File: src/rtl/sequence_gen.sv
// Serial pattern transmitter: sends an N-bit pattern MSB first, reps times back-to-back, then
// pulses done. Optional continuous looping is compiled in with `define SEQ_LOOP_EN.
module sequence_gen #(
  parameter int unsigned N  = 4,
  parameter int unsigned RW = 4
) (
  input  logic          clk,
  input  logic          rst,
  input  logic          start,
  input  logic [N-1:0]  pattern,
  input  logic [RW-1:0] reps,
`ifdef SEQ_LOOP_EN
  input  logic          loop,
`endif
  output logic          w,
  output logic          valid,
  output logic          busy,
  output logic          done
);

  localparam int unsigned CW = $clog2(N);
  localparam logic [CW-1:0] LastBit = CW'(N - 1);

  typedef enum logic [1:0] {StIdle, StSend, StDone} state_e;

  state_e        state_q;
  logic [N-1:0]  pat_q;
  logic [N-1:0]  shreg_q;
  logic [RW-1:0] reps_q;
  logic [RW-1:0] repcnt_q;
  logic [CW-1:0] bitcnt_q;
  logic          again;

`ifdef SEQ_LOOP_EN
  assign again = loop;
`else
  assign again = 1'b0;
`endif

  always_ff @(posedge clk) begin
    if (rst) begin
      state_q  <= StIdle;
      pat_q    <= '0;
      shreg_q  <= '0;
      reps_q   <= '0;
      repcnt_q <= '0;
      bitcnt_q <= '0;
      w        <= 1'b0;
      valid    <= 1'b0;
      busy     <= 1'b0;
      done     <= 1'b0;
    end else begin
      unique case (state_q)
        StIdle: begin
          done <= 1'b0;
          if (start) begin
            busy   <= 1'b1;
            pat_q  <= pattern;
            reps_q <= reps;
            if (reps != '0) begin
              state_q  <= StSend;
              shreg_q  <= pattern;
              repcnt_q <= reps;
              bitcnt_q <= '0;
              w        <= pattern[N-1];
              valid    <= 1'b1;
            end else begin
              // Zero passes requested: acknowledge with a bare done pulse.
              state_q <= StDone;
              done    <= 1'b1;
            end
          end
        end
        StSend: begin
          if (bitcnt_q != LastBit) begin
            shreg_q  <= shreg_q << 1;
            w        <= shreg_q[N-2];
            bitcnt_q <= bitcnt_q + CW'(1);
          end else if (repcnt_q > RW'(1) || again) begin
            // Next pass starts on the very next cycle; loop reloads the full rep count.
            shreg_q  <= pat_q;
            w        <= pat_q[N-1];
            bitcnt_q <= '0;
            repcnt_q <= (repcnt_q > RW'(1)) ? repcnt_q - RW'(1) : reps_q;
          end else begin
            state_q <= StDone;
            w       <= 1'b0;
            valid   <= 1'b0;
            done    <= 1'b1;
          end
        end
        StDone: begin
          state_q <= StIdle;
          busy    <= 1'b0;
          done    <= 1'b0;
        end
        default: state_q <= StIdle;
      endcase
    end
  end

endmodule

File: config.mk
export PLATFORM = sky130hd
export DESIGN_NAME = sequence_gen
export DESIGN_NICKNAME = d
export VERILOG_FILES = /design/src/rtl/sequence_gen.sv
export SDC_FILE = /design/constraint.sdc
export NUM_CORES = 1
export LEC_CHECK = 0
export CAP_MARGIN = 10
export CORE_MARGIN = 2
export CORE_UTILIZATION = 35
export DETAILED_ROUTE_END_ITERATION = 10
export PLACE_DENSITY = 0.64
export SLEW_MARGIN = 30
export SYNTH_ARGS = -nofsm -noshare
export SYNTH_HDL_FRONTEND = slang
export SYNTH_SLANG_ARGS = --single-unit
File: constraint.sdc
create_clock -name clk -period 2.9 [get_ports clk]
set_input_delay 0.435 -clock clk [delete_from_list [all_inputs] [get_ports clk]]
set_output_delay 0.435 -clock clk [all_outputs]
set_load 0.02 [all_outputs]
Word-level counts from Yosys, hierarchy flattened
Cells that the tools add are included.
{ "totals": {"register_bits": 19, "output_inout_bits": 4, "word_cells": 71} }
{ "classes": {"n_addsub": 2, "order_cmp": 1, "n_eq_ne": 9, "n_mux": 37, "n_reduce_logical": 13} }
{ "op_table": {"columns": ["operator", "n"], "rows": [
  ["$mux W2", 8],
  ["$mux W4", 4],
  ["$mux W1", 13],
  ["$mux W3", 4],
  ["$ne A2 B2 Y1 const B", 6],
  ["$reduce_and A5 Y1", 2],
  ["$reduce_and A3 Y1", 3],
  ["$pmux W2 S2", 2],
  ["$pmux W4 S2", 1],
  ["$pmux W1 S2", 3],
  ["$pmux W3 S2", 1],
  ["$gt A4 B1 Y1 const B", 1],
  ["$reduce_and A2 Y1", 2],
  ["$reduce_and A4 Y1", 1],
  ["$reduce_bool A2 Y1", 2],
  ["$reduce_bool A4 Y1", 1],
  ["$sub A4 B1 Y4 const B", 1],
  ["$ne A3 B3 Y1 const B", 1],
  ["$pmux W1 S3", 1],
  ["$reduce_bool A3 Y1", 1],
  ["$add A2 B1 Y2 const B", 1],
  ["$eq A2 B1 Y1 const B", 1],
  ["$eq A2 B2 Y1 const B", 1],
  ["$logic_not A2 Y1", 1]
]} }

Depth between registers and ports, before layout
Gate-level depths: netlist of the first run.
{ "depth": {"depth_word": 4, "ltp_mapped": 7} }

Worst setup path after synthesis of the first run
No wires, ideal clock.
{ "synth_timing": {"kind": "register to register", "startpoint": "register repcnt_q[0]", "endpoint": "register state_q[1]", "setup_ns": 0.116, "t_arrival_ns": 1.541, "setup_slack_ns": 1.243, "path_stages_with_launch": 8, "n_path_buf": 1, "synth_period_minus_slack_ns": 1.657, "path_cell_list": "dfxtp_1 -> inv_1 -> ha_1 -> or2_0 -> clkbuf_1 -> a31oi_1 -> o21ai_0 -> o211a_1"} }
{ "synth_via": {"elab_chain_len": 3} }
{ "synth_rtl": {"columns": ["element", "line_no", "rtl"], "rows": [
  ["from (decl)", "30", "logic [RW-1:0] repcnt_q;"],
  ["from (signal assigned)", "63", "repcnt_q <= reps;"],
  ["from (signal assigned)", "84", "repcnt_q <= (repcnt_q > RW'(1)) ? repcnt_q - RW'(1) : reps_q;"],
  ["$gt A4 B1 Y1", "79", "end else if (repcnt_q > RW'(1) || again) begin"],
  ["$ne A2 B2 Y1 (no line)", null, null],
  ["$reduce_and A3 Y1 (no line)", null, null],
  ["to (signal assigned)", "86", "state_q <= StDone;"],
  ["to (signal assigned)", "93", "state_q <= StIdle;"],
  ["to (signal assigned)", "97", "default: state_q <= StIdle;"],
  ["to (decl)", "26", "state_e state_q;"]
]} }
No other way between the ends.
A chain may end at the register's enable or synchronous reset.

Worst setup path after layout of the first run
{ "layout_timing": {"startpoint": "register state_q[1]", "endpoint": "register repcnt_q[2]"} }
{ "layout_via": {"elab_chain_len": 3} }
{ "layout_rtl": {"columns": ["element", "line_no", "rtl"], "rows": [
  ["from (signal assigned)", "42", "state_q <= StIdle;"],
  ["from (signal assigned)", "61", "state_q <= StSend;"],
  ["from (signal assigned)", "69", "state_q <= StDone;"],
  ["$eq A2 B1 Y1 or $logic_not A2 Y1 (tied branches)", "53", "unique case (state_q)"],
  ["$ne A2 B2 Y1 (no line) or $reduce_bool A2 Y1 (tied branches)", null, null],
  ["$reduce_and A5 Y1 (no line)", null, null]
]} }
Several ways; a longest one is shown, not always the timed one.

==> results.toml, run 1 <==
[final_layout]
fill_cells = 325
layout_commonest_cell = "dfxtp_1"
area_growth_pct = 18.7
final_cell_mix = "19 x dfxtp_1, 15 x nand2_1, 14 x a21oi_1, 14 x clkdlybuf4s50_1"
nNetsFinal = 165
drive_above_1_share_pct = 11.0
diodes = 0

[sta]
post-route-min-period_ps = 2070
holdWs_ps = 462
worst_pin_slew_ps = 554
setup-violations-final = 0
max_freq_ghz = 0.482
slew_headroom_pct = 62.9
fin_setup_tns_ps = 0
timing.final.crit_share_pct = 71.5
slew_viol_final = 0
skew_ps = 4.73
rsz0062_at_grt = "false"
hold_violations = 0

[logic_synthesis]
synth_top_family_by_area = "compound AO/OA/AOI/OAI gates"
syn-cell-area_sq_mm = 0.00113
synth_warnings = 0
synth_area_leaders = "dfxtp_1 34%, ha_1 7.8%, a21oi_1 6.2%"
synthFlopType = "dfxtp_1"
synth_cell_types = 45
synth.area.mux_share_pct = 2.66
synth_xor_area_share_pct = 0
avgSynthCellArea_sq_um = 8.49
synth_fp_nets = 151
synth_edf_count = 0
ys_ff_latch = 19
netlist_instances = 133
yosysSeqAreaShare_pct = 33.7
yosysTopAreaCell = "dfxtp_1"
synth_fa_ha_area_share_pct = 7.75
yosys.area_share.simple_pct = 20.9
synth_top_cell_area_share_pct = 33.7
synth_compound_area_share_pct = 29.5
synth-async-reset-ratio_pct = 0

[route]
drtIter0Drc = 21
drt.antenna.violating_nets = 0
first_pass_iters = 4
avgViaCountPerCell = 5.46
post-route-drc-count = 0
routedWlPerCell_um = 13.6
vias = 1038
wirelength_um = 2580

[min_path]
min-delay-start = "w"
min-delay-path-class = "reg -> reg"
min_to = "w"
holdPathStages = 2

[global_routing]
grt_pass1_wl_um = 4330
grt_pass1_vias = 933
grt_start_max_net_pins = 21
overflow = 0
antenna_found_initial = 0
track_usage_pct = 15.3

[setup_path]
reg2reg_to = "repcnt_q[2]"
reg2reg_slack_ps = 830
crit_type = "reg -> reg"
cp.required_ps = 3110
cp-start-kind = "register"
endpoint_kind = "register"
worstPathArrival_ps = 2290
cp_max_fo = 12
r2r_cells = 6
regToRegStartpoint = "state_q[1]"

[clock_network]
cts_resized = 0
cts_tree = "done"
cts_setup_buffers = 0
clock_sinks = 19
clk_pin_slew_ps = 110
cts_buffers = 3
cts_buffer_depth = 2
ctsHtreeMaxLevel = 1
ctsRootBufferMaster = "clkbuf_4"
clk_latency_ps = 300
holdBufCountCts = 0

[floorplan]
coreArea_sq_mm = 0.00305
fp.dieArea_sq_mm = 0.00370
fp.dieH_um = 60.8
ios = 15
die_w_um = 60.8
num_rows = 20
initial_core_util_pct = 37.0

[place]
hpwl_um = 1900
io_buffers = 14
place.gp.congestion = 0.818

[outcome]
status = "finished clean"

[pwr]
leakage_nw = 0.474
peakVddDrop_mv = 0.329
power_per_cell_area_mw_per_mm2 = 506

[job]
maxCapViolCount = 0
## worst max-delay path, cell delays in order (launching register included)
cell,delay [ps]
dfxtp_1,340
inv_1,90
ha_1,440
nand2_1,290
o22ai_2,340
o21ai_1,190
o32ai_1,290
## metal layers
layer	routed length (um)	track usage (%)	vias to the layer above
met1	1290	21.8	484
met5	0	0	-
li1	-	-	521
met2	1140	24.1	31
met4	16	1.86	0
met3	130	3.84	2
## how the worst max path moves through the flow
stage / start / end / slack, ps / cells after the start
finish: state_q[1] / repcnt_q[2] / 830 / 6
global placement: reps[1] / shreg_q[1] / 800 / 5
floorplan: repcnt_q[0] / state_q[1] / 1240 / 7
CTS: state_q[1] / repcnt_q[2] / 820 / 6
detailed placement: reps[1] / bitcnt_q[0] / 770 / 5
global route: state_q[1] / repcnt_q[2] / 540 / 6
## synth_stat cells (3+ instances only)
cell,instances
inv_1,7
ha_1,7
clkbuf_1,5
mux2i_1,3
nand2_1,15
dfxtp_1,19
nand4_1,4
o21ai_0,6
a21oi_1,14
nor2b_1,3
nand3_1,6
a21oi_2,3
o21ai_1,5
## sequential cells by signal, summed over array words and instances, names as in the netlist
signal	count
state_q	2
repcnt_q	4
done	1
valid	1
pat_q	4
busy	1
bitcnt_q	2
w	1
shreg_q	3
## power breakdown
group | internal, W | switching, W | leakage [nW]
clock | 0.0000535 | 0.0000833 | 0.0150
combinational | 0.0000958 | 0.000132 | 0.303
sequential | 0.000293 | 0.0000216 | 0.156
## cell families after synthesis
family,count (synthesis)
AOI/OAI and AO/OA,47
adders and majority gates,7
buffers and inverters,16
DFF,19
muxes,3
and+or+nand+nor,41
## cell type report
| cell class | count | area [sq um] | area share [%] |
|---|---|---|---|
| well taps | 44 | 55.1 | 4.10 |
| inverters | 8 | 30.0 | 2.24 |
| repair buffers | 17 | 163 | 12.1 |
| clock buffers | 4 | 26.3 | 1.96 |
| flip-flops and latches | 19 | 380 | 28.4 |
| multi-input cells | 98 | 687 | 51.2 |
## per-stage QoR
step / cell area [sq um] / instances / setup slack (ps) / total power (W) / util (%)
5_1_grt: 1340 / 190 / 538 / 0.000727 / 43.9
4_1_cts: 1340 / 190 / 823 / 0.000686 / 43.9
3_5_place_dp: 1320 / 186 / 772 / 0.000547 / 43.1
3_3_place_gp: 1320 / 186 / 798 / 0.000545 / 43.1
2_1_floorplan: 1130 / 133 / 1240 / 0.000477 / -
6_report: 1340 / 190 / 827 / 0.000679 / 43.9
Power figures use the tool's default switching activity.
==> run 2, diff against run 1 <==
==> constraint.sdc (replaced) <==
create_clock -name clk -period 2.2 [get_ports clk]
set_input_delay 0.33 -clock clk [delete_from_list [all_inputs] [get_ports clk]]
set_output_delay 0.33 -clock clk [all_outputs]
set_load 0.02 [all_outputs]
==> run 2 against run 1 <==
Clock power grew 31%. Register-to-register slack lost 490 ps. Core utilization grew 1.2 points. Global-route usage grew 0.87 points. Highest routed layer unchanged.
==> results.toml, run 2 (synthesis results as in run 1) <==
[route]
first_pass_iters = 4
wirelength_um = 2600
drtIter0Drc = 38
post-route-drc-count = 0
routedWlPerCell_um = 13.3
vias = 1061
avgViaCountPerCell = 5.44
drt.antenna.violating_nets = 0

[setup_path]
regToRegStartpoint = "state_q[0]"
reg2reg_slack_ps = 340
cp_max_fo = 12
reg2reg_to = "bitcnt_q[0]"
endpoint_kind = "register"
worstPathArrival_ps = 2110
cp-startpoint = "state_q[0]"
r2r_cells = 6
crit_end = "bitcnt_q[0]"
crit_type = "reg -> reg"
cp.required_ps = 2450
cp-start-kind = "register"

[global_routing]
track_usage_pct = 16.2
grt_start_max_net_pins = 16
overflow = 0
antenna_found_initial = 0
grt_pass1_wl_um = 4550
grt_pass1_vias = 1059

[sta]
fin_setup_tns_ps = 0
hold_violations = 0
setup-violations-final = 0
worst_pin_slew_ps = 527
max_freq_ghz = 0.537
slew_headroom_pct = 64.7
final.setup.worst_slack_ps = 339
timing.final.crit_share_pct = 84.6
slew_viol_final = 0
post-route-min-period_ps = 1860
rsz0062_at_grt = "false"
skew_ps = 10.8

[min_path]
holdPathStages = 2
min-delay-path-class = "reg -> reg"

[job]
maxCapViolCount = 0

[clock_network]
cts_buffers = 3
ctsRootBufferMaster = "clkbuf_4"
cts_tree = "done"
ctsHtreeMaxLevel = 1
cts_resized = 0
clk_pin_slew_ps = 110
clock_sinks = 19
clk_latency_ps = 300
holdBufCountCts = 0
cts_buffer_depth = 2
cts_setup_buffers = 0

[floorplan]
fp.dieArea_sq_mm = 0.00370
ios = 15
fp.dieH_um = 60.8
die_w_um = 60.8
initial_core_util_pct = 37.0
num_rows = 20
coreArea_sq_mm = 0.00305

[pwr]
power_per_cell_area_mw_per_mm2 = 664
peakVddDrop_mv = 0.362
power_w = 0.000916
leakage_nw = 0.499

[place]
place.gp.congestion = 0.771
hpwl_um = 1970
io_buffers = 14
dpl_worst_slack_ps = 173

[final_layout]
multiInputGateArea_sq_um = 687
area_growth_pct = 22.0
fill_cells = 329
nNetsFinal = 170
final_cell_mix = "19 x dfxtp_1, 15 x nand2_1, 14 x a21oi_1, 14 x clkdlybuf4s50_1, 8 x buf_4"
layout_commonest_cell = "dfxtp_1"
diodes = 0
drive_above_1_share_pct = 13.9
register_area_sq_um = 380
reg.largest.list = "pat_q: 4 flops, repcnt_q: 4 flops, shreg_q: 3 flops"

[outcome]
status = "finished clean"
run 2: cell types whose count changed in the layout (fill, tap and decap cells not counted), sizes merged:
cell / previous run / this run
buf: 3 / 8
run 2: worst min path at each step:
stage             start       end  slack (ps)
2_1_floorplan  pat_q[0]  pat_q[0]         430
3_3_place_gp   pat_q[0]  pat_q[0]         440
3_5_place_dp   pat_q[1]  pat_q[1]         450
4_1_cts        pat_q[1]  pat_q[1]         470
5_1_grt               w         w         490
6_report       pat_q[0]  pat_q[0]         460
run 2: critical path: stages (launching register included):
cell and delay, ps:
dfxtp_1 390, inv_1 80, ha_1 360, nor2b_1 320
a31oi_4 90, or4_1 450, a21oi_2 130
run 2: power breakdown:
part | internal [W] | leakage (nW) | switching [W] | total, W
Clock | 0.0000707 | 0.0150 | 0.000110 | 0.000180
Combinational | 0.000143 | 0.328 | 0.000180 | 0.000322
Sequential | 0.000386 | 0.156 | 0.0000274 | 0.000413
run 2: stage by stage:
| step | hold slack, ps | util, % | instance area (sq um) | std cells |
|---|---|---|---|---|
| 2_1_floorplan | 432 | - | 1130 | 133 |
| 3_3_place_gp | 445 | 44.3 | 1350 | 191 |
| 3_5_place_dp | 449 | 44.3 | 1350 | 191 |
| 4_1_cts | 465 | 45.2 | 1380 | 195 |
| 5_1_grt | 489 | 45.2 | 1380 | 195 |
| 6_report | 460 | 45.2 | 1380 | 195 |
run 2: metal layers:
layer / routed length [um] / part of all wire (%) / up-vias / track usage (%)
met1: 1270 / 49 / 506 / 20.3
met5: 0 / 0 / - / 0
met3: 101 / 3.9 / 2 / 4.48
li1: - / - / 532 / -
met4: 13 / 0.50 / 0 / 3.11
met2: 1220 / 47 / 21 / 28.0
run 2: area by class of cell:
class / count / share of cell area, %
flip-flops and latches: 19 / 27.6
repair buffers: 22 / 14.5
well taps: 44 / 3.99
clock buffers: 4 / 1.91
multi-input cells: 98 / 49.8
inverters: 8 / 2.18
==> run 3, diff against run 2 <==
==> constraint.sdc (replaced) <==
create_clock -name clk -period 1.8 [get_ports clk]
set_input_delay 0.27 -clock clk [delete_from_list [all_inputs] [get_ports clk]]
set_output_delay 0.27 -clock clk [all_outputs]
set_load 0.02 [all_outputs]
==> run 3 against run 2 <==
First-iteration DRC count grew 29%. Clock skew fell by 9.4 ps. Final area rose by 5.5%. Hold slack improved by 0.64 ps.
==> results.toml, run 3 (synthesis results as in run 1) <==
[outcome]
status = "finished clean"

[floorplan]
fp.dieArea_sq_mm = 0.00370
initial_core_util_pct = 37.0
ios = 15
die_w_um = 60.8
coreArea_sq_mm = 0.00305
num_rows = 20
fp.dieH_um = 60.8

[route]
post-route-drc-count = 0
wirelength_um = 2780
drtIter0Drc = 49
vias = 1087
routedWlPerCell_um = 13.6
drt.antenna.violating_nets = 0
first_pass_iters = 4
avgViaCountPerCell = 5.33

[sta]
skew_ps = 1.41
timing.final.crit_share_pct = 96.2
final.setup.worst_slack_ps = 69.2
hold_violations = 0
slew_viol_final = 0
max_freq_ghz = 0.578
post-route-min-period_ps = 1730
rsz0062_at_grt = "true"
worst_pin_slew_ps = 416
setup-violations-final = 0
slew_headroom_pct = 72.1
holdWs_ps = 460

[final_layout]
diodes = 0
drive_above_1_share_pct = 20.0
area_growth_pct = 28.8
final_cell_mix = "19 x dfxtp_1, 17 x buf_4, 15 x nand2_1"
layout_commonest_cell = "dfxtp_1"
fill_cells = 313
final_core_utilization_pct = 47.7
nNetsFinal = 179
reg.largest.list = "pat_q: 4 flops, repcnt_q: 4 flops, shreg_q: 3 flops"

[clock_network]
cts_setup_buffers = 0
ctsHtreeMaxLevel = 1
cts_buffer_depth = 2
ctsRootBufferMaster = "clkbuf_4"
clk_pin_slew_ps = 110
cts_tree = "done"
cts_resized = 0
clk_latency_ps = 300
cts_buffers = 3
holdBufCountCts = 0
clock_sinks = 19

[setup_path]
cp_max_fo = 7
path_cells = "inv_1 > ha_1 > or2_1 > a31oi_2 > buf_4 > o21ai_0 > o211a_1"
worstPathArrival_ps = 1940
max_stage_delay_ps = 390
cp_slowest_cell = "dfxtp_1"
cp.required_ps = 2010
crit_type = "reg -> reg"
endpoint_kind = "register"
cp-start-kind = "register"

[global_routing]
grt_start_max_net_pins = 16
overflow = 0
track_usage_pct = 16.9
antenna_found_initial = 0
grt_pass1_wl_um = 4630
grt_pass1_vias = 1010

[pwr]
pwr-share-seq_pct = 43.6
clkPwrFrac_pct = 19.2
p_sw_w = 0.000401
netSwitchingFraction_pct = 34.6
leakage_nw = 0.546
peakVddDrop_mv = 0.446
combPwrFrac_pct = 37.3
power_per_cell_area_mw_per_mm2 = 796
p_int_w = 0.000757

[place]
hpwl_um = 2110
io_buffers = 14
dpl_worst_slack_ps = -136
place.gp.congestion = 0.759

[job]
maxCapViolCount = 0

[min_path]
min-delay-path-class = "reg -> reg"
run 3: cell count changes in the layout (fill, tap and decap cells not counted), sizes merged:
| cell | change |
|---|---|
| buf | +9 |
run 3: cell type report:
class	count	area [sq um]	share of cell area, %
multi-input cells	98	696	47.8
flip-flops and latches	19	380	26.1
repair buffers	31	268	18.4
well taps	44	55.1	3.78
inverters	8	30.0	2.06
clock buffers	4	26.3	1.81
run 3: worst max-delay path: cells and delay by family (launching register included):
kind,cells,cell delay [ps]
AOI/OAI and AO/OA,3,470
buffers and inverters,2,240
DFF,1,390
and+or+nand+nor,1,330
adders and majority gates,1,200
run 3: final timing paths:
check,start,to,slack [ps],cells after the start
worst min-delay path,pat_q[1],pat_q[1],460,2
worst max-delay path,repcnt_q[1],state_q[1],70,7
worst max register to register,repcnt_q[1],state_q[1],70,7
worst min register to register,pat_q[1],pat_q[1],460,2
run 3: stage by stage:
stage / power [W] / setup TNS [ps] / cells / cell area, sq um
2_1_floorplan: 0.000769 / 0 / 133 / 1130
3_3_place_gp: 0.000927 / -642 / 200 / 1420
3_5_place_dp: 0.000936 / -993 / 200 / 1420
4_1_cts: 0.00117 / 0 / 204 / 1450
5_1_grt: 0.00123 / -236 / 204 / 1460
6_report: 0.00116 / 0 / 204 / 1460
run 3: power by group through the flow:
stage | combinational [W] | sequential, W | clock (W)
2_1_floorplan | 0.000246 | 0.000522 | 0
4_1_cts | 0.000425 | 0.000505 | 0.000235
5_1_grt | 0.000475 | 0.000511 | 0.000241
6_report | 0.000432 | 0.000505 | 0.000222
3_3_place_gp | 0.000417 | 0.000511 | 0
3_5_place_dp | 0.000422 | 0.000514 | 0
run 3: per-layer routing:
metal  global-route usage (%)  part of all wire [%]  up-vias
met2                     26.9                    46       24
met4                     5.90                   1.5        0
li1                         -                     -      551
met3                     3.84                   3.8        4
met1                     22.5                    49      508
met5                        0                     0        -
